**src/rtl/des_pkg.sv**
```systemverilog
// Shared DES datapath definitions: block/key widths and the block
// sequencer state encoding.
package des_pkg;

  localparam int DES_BLOCK_W = 64;
  localparam int DES_KEY_W   = 64;

  typedef enum logic [2:0] {
    SEQ_IDLE   = 3'd0,
    SEQ_FETCH  = 3'd1,
    SEQ_RUN    = 3'd2,
    SEQ_ACK    = 3'd3,
    SEQ_CLEAR  = 3'd4,
    SEQ_EMIT   = 3'd5,
    SEQ_FINISH = 3'd6
  } des_seq_state_t;

endpackage

```
**src/rtl/des_block_sequencer_if.sv**
```systemverilog
// Bundle of run-control, ciphertext source, plaintext sink and DES core
// signals seen by the block sequencer (master) and its environment (slave).
interface des_block_sequencer_if #(
  parameter int CNT_W = 16
);
  import des_pkg::*;

  logic                   start;
  logic [DES_KEY_W-1:0]   key;
  logic [DES_BLOCK_W-1:0] iv;
  logic                   cbc;
  logic [CNT_W-1:0]       num_blocks;
  logic                   in_valid;
  logic [DES_BLOCK_W-1:0] in_data;
  logic                   in_ready;
  logic                   out_valid;
  logic [DES_BLOCK_W-1:0] out_data;
  logic                   out_ready;
  logic [DES_BLOCK_W-1:0] core_message;
  logic [DES_KEY_W-1:0]   core_key;
  logic                   core_enable;
  logic                   core_ack;
  logic [DES_BLOCK_W-1:0] core_result;
  logic                   core_done;
  logic                   busy;
  logic                   done;

  modport master (
    input  start, key, iv, cbc, num_blocks, in_valid, in_data, out_ready,
           core_result, core_done,
    output in_ready, out_valid, out_data, core_message, core_key,
           core_enable, core_ack, busy, done
  );

  modport slave (
    output start, key, iv, cbc, num_blocks, in_valid, in_data, out_ready,
           core_result, core_done,
    input  in_ready, out_valid, out_data, core_message, core_key,
           core_enable, core_ack, busy, done
  );

endinterface

```
**src/rtl/des_block_sequencer.sv**
```systemverilog
// Streams a run of ciphertext blocks through an external DES decrypt core,
// one enable/done/ack handshake per block, with optional CBC chaining.
//
// state  | meaning
// IDLE   | waiting for start; config latched on start
// FETCH  | in_ready high, waiting for a ciphertext block
// RUN    | core_enable high, waiting for core_done
// ACK    | one-cycle core_ack
// CLEAR  | waiting for core_done to drop; forms plaintext
// EMIT   | out_valid high until the sink accepts
// FINISH | one-cycle done pulse
module des_block_sequencer
  import des_pkg::*;
#(
  parameter int CNT_W = 16
) (
  input  logic                   clk,
  input  logic                   reset,
  des_block_sequencer_if.master  bus
);

  localparam logic [2:0] ST_IDLE   = SEQ_IDLE;
  localparam logic [2:0] ST_FETCH  = SEQ_FETCH;
  localparam logic [2:0] ST_RUN    = SEQ_RUN;
  localparam logic [2:0] ST_ACK    = SEQ_ACK;
  localparam logic [2:0] ST_CLEAR  = SEQ_CLEAR;
  localparam logic [2:0] ST_EMIT   = SEQ_EMIT;
  localparam logic [2:0] ST_FINISH = SEQ_FINISH;

  logic [2:0]             r_state;
  logic [DES_KEY_W-1:0]   r_key;
  logic [DES_BLOCK_W-1:0] r_chain;
  logic                   r_cbc;
  logic [CNT_W-1:0]       r_remaining;
  logic [DES_BLOCK_W-1:0] r_block;
  logic [DES_BLOCK_W-1:0] r_result;
  logic [DES_BLOCK_W-1:0] r_out_data;

  // All handshake outputs are pure state decodes, so the exclusivity
  // between in_ready/out_valid and core_ack/core_enable holds by design.
  assign bus.in_ready     = (r_state == ST_FETCH);
  assign bus.core_enable  = (r_state == ST_RUN);
  assign bus.core_ack     = (r_state == ST_ACK);
  assign bus.out_valid    = (r_state == ST_EMIT);
  assign bus.done         = (r_state == ST_FINISH);
  assign bus.busy         = (r_state != ST_IDLE);
  assign bus.out_data     = r_out_data;
  assign bus.core_message = r_block;
  assign bus.core_key     = r_key;

  always_ff @(posedge clk or posedge reset) begin
    if (reset) begin
      r_state     <= ST_IDLE;
      r_key       <= '0;
      r_chain     <= '0;
      r_cbc       <= 1'b0;
      r_remaining <= '0;
      r_block     <= '0;
      r_result    <= '0;
      r_out_data  <= '0;
    end else begin
      case (r_state)
        ST_IDLE: begin
          if (bus.start) begin
            r_key       <= bus.key;
            r_chain     <= bus.iv;
            r_cbc       <= bus.cbc;
            r_remaining <= bus.num_blocks;
            r_state     <= (bus.num_blocks == '0) ? ST_FINISH : ST_FETCH;
          end
        end
        ST_FETCH: begin
          if (bus.in_valid) begin
            r_block <= bus.in_data;
            r_state <= ST_RUN;
          end
        end
        ST_RUN: begin
          if (bus.core_done) begin
            r_result <= bus.core_result;
            r_state  <= ST_ACK;
          end
        end
        ST_ACK: r_state <= ST_CLEAR;
        ST_CLEAR: begin
          // The core must release done before the next block may enable it.
          if (!bus.core_done) begin
            r_out_data  <= r_cbc ? (r_result ^ r_chain) : r_result;
            if (r_cbc) r_chain <= r_block;
            r_remaining <= r_remaining - CNT_W'(1);
            r_state     <= ST_EMIT;
          end
        end
        ST_EMIT: begin
          if (bus.out_ready)
            r_state <= (r_remaining != '0) ? ST_FETCH : ST_FINISH;
        end
        ST_FINISH: r_state <= ST_IDLE;
        default:   r_state <= ST_IDLE;
      endcase
    end
  end

endmodule

```
**src/flat_wrapper.sv**
```systemverilog
// flat-port wrapper written by rule: the top's interface ports become plain ports
module des_block_sequencer_flat import des_pkg::*;
#(
  parameter int CNT_W = 16
)
  (clk, reset, bus_start, bus_key, bus_iv, bus_cbc, bus_num_blocks, bus_in_valid, bus_in_data, bus_out_ready, bus_core_result, bus_core_done, bus_in_ready, bus_out_valid, bus_out_data, bus_core_message, bus_core_key, bus_core_enable, bus_core_ack, bus_busy, bus_done);
  des_block_sequencer_if #(.CNT_W(CNT_W)) bus_i ();
  input  logic clk;
  input  logic reset;
  input wire logic [$bits(bus_i.start)-1:0] bus_start;
  input wire logic [$bits(bus_i.key)-1:0] bus_key;
  input wire logic [$bits(bus_i.iv)-1:0] bus_iv;
  input wire logic [$bits(bus_i.cbc)-1:0] bus_cbc;
  input wire logic [$bits(bus_i.num_blocks)-1:0] bus_num_blocks;
  input wire logic [$bits(bus_i.in_valid)-1:0] bus_in_valid;
  input wire logic [$bits(bus_i.in_data)-1:0] bus_in_data;
  input wire logic [$bits(bus_i.out_ready)-1:0] bus_out_ready;
  input wire logic [$bits(bus_i.core_result)-1:0] bus_core_result;
  input wire logic [$bits(bus_i.core_done)-1:0] bus_core_done;
  output wire logic [$bits(bus_i.in_ready)-1:0] bus_in_ready;
  output wire logic [$bits(bus_i.out_valid)-1:0] bus_out_valid;
  output wire logic [$bits(bus_i.out_data)-1:0] bus_out_data;
  output wire logic [$bits(bus_i.core_message)-1:0] bus_core_message;
  output wire logic [$bits(bus_i.core_key)-1:0] bus_core_key;
  output wire logic [$bits(bus_i.core_enable)-1:0] bus_core_enable;
  output wire logic [$bits(bus_i.core_ack)-1:0] bus_core_ack;
  output wire logic [$bits(bus_i.busy)-1:0] bus_busy;
  output wire logic [$bits(bus_i.done)-1:0] bus_done;
  assign bus_i.start = bus_start;
  assign bus_i.key = bus_key;
  assign bus_i.iv = bus_iv;
  assign bus_i.cbc = bus_cbc;
  assign bus_i.num_blocks = bus_num_blocks;
  assign bus_i.in_valid = bus_in_valid;
  assign bus_i.in_data = bus_in_data;
  assign bus_i.out_ready = bus_out_ready;
  assign bus_i.core_result = bus_core_result;
  assign bus_i.core_done = bus_core_done;
  assign bus_in_ready = bus_i.in_ready;
  assign bus_out_valid = bus_i.out_valid;
  assign bus_out_data = bus_i.out_data;
  assign bus_core_message = bus_i.core_message;
  assign bus_core_key = bus_i.core_key;
  assign bus_core_enable = bus_i.core_enable;
  assign bus_core_ack = bus_i.core_ack;
  assign bus_busy = bus_i.busy;
  assign bus_done = bus_i.done;
  des_block_sequencer #(.CNT_W(CNT_W)) u_core (.clk(clk), .reset(reset), .bus(bus_i));
endmodule
```
**config.mk**
```make
export PLATFORM = sky130hd
export DESIGN_NAME = des_block_sequencer_flat
export DESIGN_NICKNAME = d
export VERILOG_FILES = /design/src/rtl/des_pkg.sv /design/src/rtl/des_block_sequencer_if.sv /design/src/rtl/des_block_sequencer.sv /design/src/flat_wrapper.sv
export SDC_FILE = /design/constraint.sdc
export NUM_CORES = 1
export LEC_CHECK = 0
export CAP_MARGIN = 40
export CORE_ASPECT_RATIO = 0.6
export CORE_UTILIZATION = 32
export DETAILED_ROUTE_END_ITERATION = 6
export PLACE_DENSITY = 0.61
export SLEW_MARGIN = 20
export SYNTH_ARGS = -nofsm -noshare
export SYNTH_HDL_FRONTEND = slang
export SYNTH_SLANG_ARGS = --single-unit
```
**constraint.sdc**
```tcl
create_clock -name clk -period 13.5 [get_ports clk]
set_input_delay 1.35 -clock clk [delete_from_list [all_inputs] [get_ports clk]]
set_output_delay 1.35 -clock clk [all_outputs]
set_load 0.01 [all_outputs]
```
After elaboration in Yosys (flattened, before gate mapping)
Cells that the tools add are included.

word-level totals
  memories kept = 0
  output and inout bits = 198
  logic and storage cells = 51
  bits in latches = 0
  memory bits (read-only) = 0
  bits in registers = 340
  memory bits (writable) = 0
  input port bits = 279

cells by class
  reduce and logical (&&, ||, !) cells = 12
  magnitude comparators = 0
  add/subtract/negate cells = 1
  equality and inequality tests = 12
  mux-type cells = 16
  $mul = 0
  shifts and indexed selects = 0
  div/mod/pow operators = 0
  bitwise operators = 2

operators with widths
  kind                                                 number
  two-way mux 64 bit                                   4
  case mux 64 bit (2 select lines)                     1
  bitwise XOR 64 bit                                   1
  two-way mux 16 bit                                   2
  case mux 16 bit (2 select lines)                     1
  two-way mux 3 bit                                    7
  case mux 3 bit (6 select lines)                      1
  zero test 16 bit                                     1
  nonzero test 16 bit                                  1
  subtractor 16 x 1 -> 16 bit (second input constant)  1
  != test 2 bit (second input constant)                5
  == test 3 bit (second input constant)                3
  AND reduction 2 bit                                  4
  == test 3 x 2 -> 1 bit (second input constant)       2
  AND reduction 5 bit                                  1
  AND reduction 4 bit                                  1
  == test 3 x 1 -> 1 bit (second input constant)       1
  zero test 3 bit                                      1
  AND reduction 3 bit                                  1
  nonzero test 3 bit                                   1
  != test 2 x 1 -> 1 bit (second input constant)       1
  nonzero test 2 bit                                   1
  inverter 1 bit                                       1

Depth between registers and ports, before layout
  depth after elaboration = 4
  mapped depth = 8
  gate-level depth less buffers = 7

Worst setup path after synthesis
Ideal clock, no wire load.

  path type = in2reg
  start = in bus_start
  end = reg u_core.r_key[10], in the netlist u_core.bus.core_key[10]
  setup slack = 10.842 ns
  setup time = 0.125 ns
  arrival = 2.533 ns
  stages on the path = 6
  data required time = 13.375 ns
  path buffers = 2
  cell sequence = nor2b_1 -> o21ai_1 -> nor2_1 -> buf_2 -> buf_4 -> mux2_2

between the ends
  longest elaborated chain between the ends = 1

ends and longest elaborated chain
  element                               RTL line                   text
  start: declaration                    flat_wrapper.sv:10         input wire logic [$bits(bus_i.start)-1:0] bus_start;
  AND reduction 2 bit (no source line)  n/a
  end signal: assignment                des_block_sequencer.sv:65  r_key <= bus.key;
  end: declaration                      des_block_sequencer.sv:31  logic [DES_KEY_W-1:0] r_key;

Every way passes these cells.
A chain may end at the register's enable or synchronous reset.

Worst setup path after layout
  start = reg u_core.r_state[2]
  end = out bus_done

between the ends
  longest elaborated chain between the ends = 1

ends and longest elaborated chain
  element                   RTL line                   text
  start: declaration        des_block_sequencer.sv:30  logic [2:0] r_state;
  start signal: assignment  des_block_sequencer.sv:69  r_state <= (bus.num_blocks == '0) ? ST_FINISH : ST_FETCH;
  start signal: assignment  des_block_sequencer.sv:96  r_state <= (r_remaining != '0) ? ST_FETCH : ST_FINISH;
  == test 3 bit             des_block_sequencer.sv:45  assign bus.done = (r_state == ST_FINISH);
  end: declaration          flat_wrapper.sv:28         output wire logic [$bits(bus_i.done)-1:0] bus_done;

Every way passes these cells.

==> tab_implementation.tex <==
\begin{tabular}{lr}
\hline
Metric & Value \\
\hline
\multicolumn{2}{l}{\textbf{Logic synthesis}} \\
\quad Number of enable flip-flop cells after synthesis & 0 \\
\quad Part of the Yosys area used for sequential elements & 0.589 \\
\quad Synth Cell Area & 14500 sq um \\
\quad Ys Warns & 0 \\
\quad Cell with the most instances after synthesis & dfrtp\_1 \\
\quad Average cell area after synthesis & 11.3 sq um \\
\quad Synth top cells by count & 340 x dfrtp\_1, 207 x nand2\_1, 193 x mux2\_2 \\
\quad Syn nets & 1563 \\
\quad Share of the synthesized area in the top cell type & 0.589 \\
\quad Number of standard cells after synthesis & 1282 \\
\quad Largest cells by area after synthesis & dfrtp\_1 59\%, mux2\_2 15\%, nand2\_1 5.4\% \\
\quad Largest area contributor in the netlist & dfrtp\_1 \\
\quad Flip-flop and latch count after synthesis & 340 \\
\quad Share of flip-flops with an asynchronous set or reset after synthesis & 1.00 \\
\quad Unique masters post-synth & 46 \\
\quad Dominant synthesized flop cell & dfrtp\_1 \\
\multicolumn{2}{l}{\textbf{Clock network}} \\
\quad Buffers inserted during post-CTS setup optimization & 0 \\
\quad Total number of clock tree sinks & 340 \\
\quad Post-cts resize count & 0 \\
\quad Clock root buffer & clkbuf\_16 \\
\quad Hold buffers post-CTS & 0 \\
\quad TritonCTS clock tree & built \\
\quad Inserted Clock Buffers & 36 \\
\quad Bufs on Longest Clock Path & 3 \\
\quad Reg clk slew, reported paths & 60 ps \\
\quad Insertion delay of the later-clocked pin in the worst-skew pair & 520 ps \\
\quad H-tree depth & 2 \\
\multicolumn{2}{l}{\textbf{Placed design}} \\
\quad Detailed Place HPWL & 31800 um \\
\quad Routability congestion estimate from global placement & 0.808 \\
\quad Worst setup slack before clock tree synthesis & 9470 ps \\
\quad IO Port Bufs & 476 \\
\multicolumn{2}{l}{\textbf{Critical path}} \\
\quad Cell breakdown of the critical path & nor3b\_1, clkdlybuf4s50\_1 \\
\quad Count of cell instances traversed by the critical path & 2 \\
\quad Worst path max stage delay & 770 ps \\
\quad Register-to-Register Path Depth & 8 \\
\quad CP delay by family, top & flip-flops \\
\quad Kind of launch point of the worst setup path & flip-flop \\
\quad Critical Path RT & 12150 ps \\
\quad Max stage delay cell, worst path & dfrtp\_1 \\
\quad Crit path arrival time & 2280 ps \\
\quad Worst Path Max Fanout & 20 \\
\quad Type of the worst setup path & reg -> out \\
\quad Worst path bufs/invs & 1 \\
\quad Type of destination of the critical path & output port \\
\multicolumn{2}{l}{\textbf{Route}} \\
\quad Detail-routed via count per cell & 4.80 \\
\quad Routed length per instance & 19.2 um \\
\quad Number of vias after detailed routing & 11200 \\
\quad Detailed Route WL & 44700 um \\
\quad Remaining antenna violation count after routing & 0 \\
\quad Remaining routing DRC violations & 0 \\
\quad Total iterations of the first detailed-routing run & 5 \\
\quad Number of DRC markers after the initial detailed-route iteration & 767 \\
\multicolumn{2}{l}{\textbf{Final layout}} \\
\quad Final net count & 2010 \\
\quad Multi-input combinational cell area & 5560 sq um \\
\quad Register area & 8510 sq um \\
\quad Share of layout cells above drive strength 1 & 0.156 \\
\quad Filler Cell Count & 3960 \\
\quad Area growth, synth to finish & 44.8\% \\
\multicolumn{2}{l}{\textbf{STA}} \\
\quad Shortest period the worst path allows & 3630 ps \\
\quad Setup violators final & 0 \\
\quad Max Slew Vio Count & 0 \\
\quad Setup tns final & 0 ps \\
\quad Post-Route Skew & 16.1 ps \\
\quad Tightest Pin Transition & 1010 ps \\
\quad Achievable Freq & 0.276 GHz \\
\quad Unrepaired setup endpoints after global routing & no \\
\quad Crit path setup slack, layout & 9870 ps \\
\quad WHS & 506 ps \\
\quad Fraction of the cycle the final worst path needs & 0.269 \\
\quad Worst slew margin & 0.327 \\
\quad Final hold vios & 0 \\
\multicolumn{2}{l}{\textbf{Worst hold path}} \\
\quad Min-delay worst type & reg -> reg \\
\quad Number of instances on the worst hold path & 1 \\
\multicolumn{2}{l}{\textbf{Floorplan}} \\
\quad Die width & 276 um \\
\quad Site Rows & 59 \\
\quad Initial cell density of the core & 0.329 \\
\quad Number of top-level pins & 477 \\
\quad Area of the core & 43900 sq um \\
\quad Floorplan die area & 46000 sq um \\
\quad DIE HEIGHT & 167 um \\
\multicolumn{2}{l}{\textbf{Global route}} \\
\quad Number of antenna violations at the first check in global routing & 5 \\
\quad Number of global-route vias before repair & 11500 \\
\quad Largest net degree at the start of global routing & 177 \\
\quad Global-route wire length before repair & 69100 um \\
\quad Global routing's busiest layer & met2 \\
\quad Fraction of met1 tracks used by global routing & 0.252 \\
\quad All-layer global routing usage & 0.193 \\
\quad Global-route congestion overflow total & 0 \\
\quad Met3 capacity usage during global routing & 0.0497 \\
\quad Met2 capacity usage during global routing & 0.316 \\
\multicolumn{2}{l}{\textbf{Power}} \\
\quad Worst IR Drop VDD & 0.146 mV \\
\quad Total power divided by cell area & 237 nW/um\^{}2 \\
\quad Leakage dissipation & 8.60 nW \\
\quad Final Total Pwr & 4.96 mW \\
\multicolumn{2}{l}{\textbf{Run}} \\
\quad Maximum capacitance violations & 0 \\
\multicolumn{2}{l}{\textbf{Outcome}} \\
\quad Status & finished, final reports clean \\
\hline
\end{tabular}
-- cell usage in the layout (no fill, tap or decap), drive strengths merged, types with 5 or more instances in the layout --
master and instances:
inv 7, nand2 207, buf 15, and2 5
nor3 11, a31oi 67, clkdlybuf4s50 476, dfrtp 340
nor2 151, mux2 193, diode 5, xor2 64
nor4 5, clkinv 6, clkbuf 53, a21oi 83
o21ai 19
-- registers in the layout, indices dropped and copies added (netlist names) --
signal	count
u_core.r_remaining	16
u_core.bus.core_key	64
u_core.r_result	64
u_core.bus.out_data	64
u_core.bus.core_message	64
u_core.r_state	3
u_core.r_cbc	1
u_core.r_chain	64
-- layout make-up --
class | instances | share of cell area
Sequential cell | 340 | 0.407
Clock buffer | 53 | 0.0500
Timing Repair Buffer | 491 | 0.239
Antenna cell | 5 | 0.000598
Multi-Input combinational cell | 853 | 0.266
Inverter | 7 | 0.00161
Tap cell | 579 | 0.0346
Clock inverter | 7 | 0.00197
-- power breakdown --
group          switching [mW]  internal (mW)
registers               0.372           1.54
clock network           0.405          0.535
logic                   0.937           1.16
total                    1.71           3.24
-- per-layer routing --
layer / wire [um] / up-vias
met2: 21800 / 287
met1: 19300 / 5580
met4: 961 / 0
met5: 0 / -
met3: 2710 / 59
li1: - / 5282
-- path summary, 6_finish.rpt --
kind                       slack (ps)                 endpoint                    start
setup reg to reg                10150  u_core.bus.out_data[22]        u_core.r_state[0]
setup / recovery                 9870                 bus_done        u_core.r_state[2]
min in group asynchronous        1100  u_core.bus.core_key[49]                    reset
hold reg to reg                   510  u_core.bus.core_key[14]  u_core.bus.core_key[14]
max in group asynchronous       10720  u_core.bus.out_data[38]                    reset
hold / removal                    510  u_core.bus.core_key[14]  u_core.bus.core_key[14]
-- cell families (layout without fill, tap and decap cells) --
| family | after synthesis | count (layout) | share of synthesized area |
|---|---|---|---|
| AND/OR/NAND/NOR | 401 | 401 | 0.114 |
| flip-flops | 340 | 340 | 0.589 |
| multiplexers | 194 | 194 | 0.151 |
| AO/OA/AOI/OAI | 191 | 191 | 0.0764 |
| buffers and inverters | 89 | 558 | 0.0290 |
| XOR/XNOR | 65 | 65 | 0.0394 |
| adder cells (fa/ha/maj) | 2 | 2 | 0.00173 |
| other | 0 | 5 | 0 |
-- per-stage QoR --
| stage | instances | util | area, sq um |
|---|---|---|---|
| 2_1_floorplan | 1282 | - | 14500 |
| 3_3_place_gp | 2264 | 0.448 | 19700 |
| 3_5_place_dp | 2267 | 0.450 | 19700 |
| 4_1_cts | 2327 | 0.474 | 20800 |
| 5_1_grt | 2334 | 0.476 | 20900 |
| 6_report | 2335 | 0.476 | 20900 |
No activity file was read; power rests on OpenSTA's default activity.
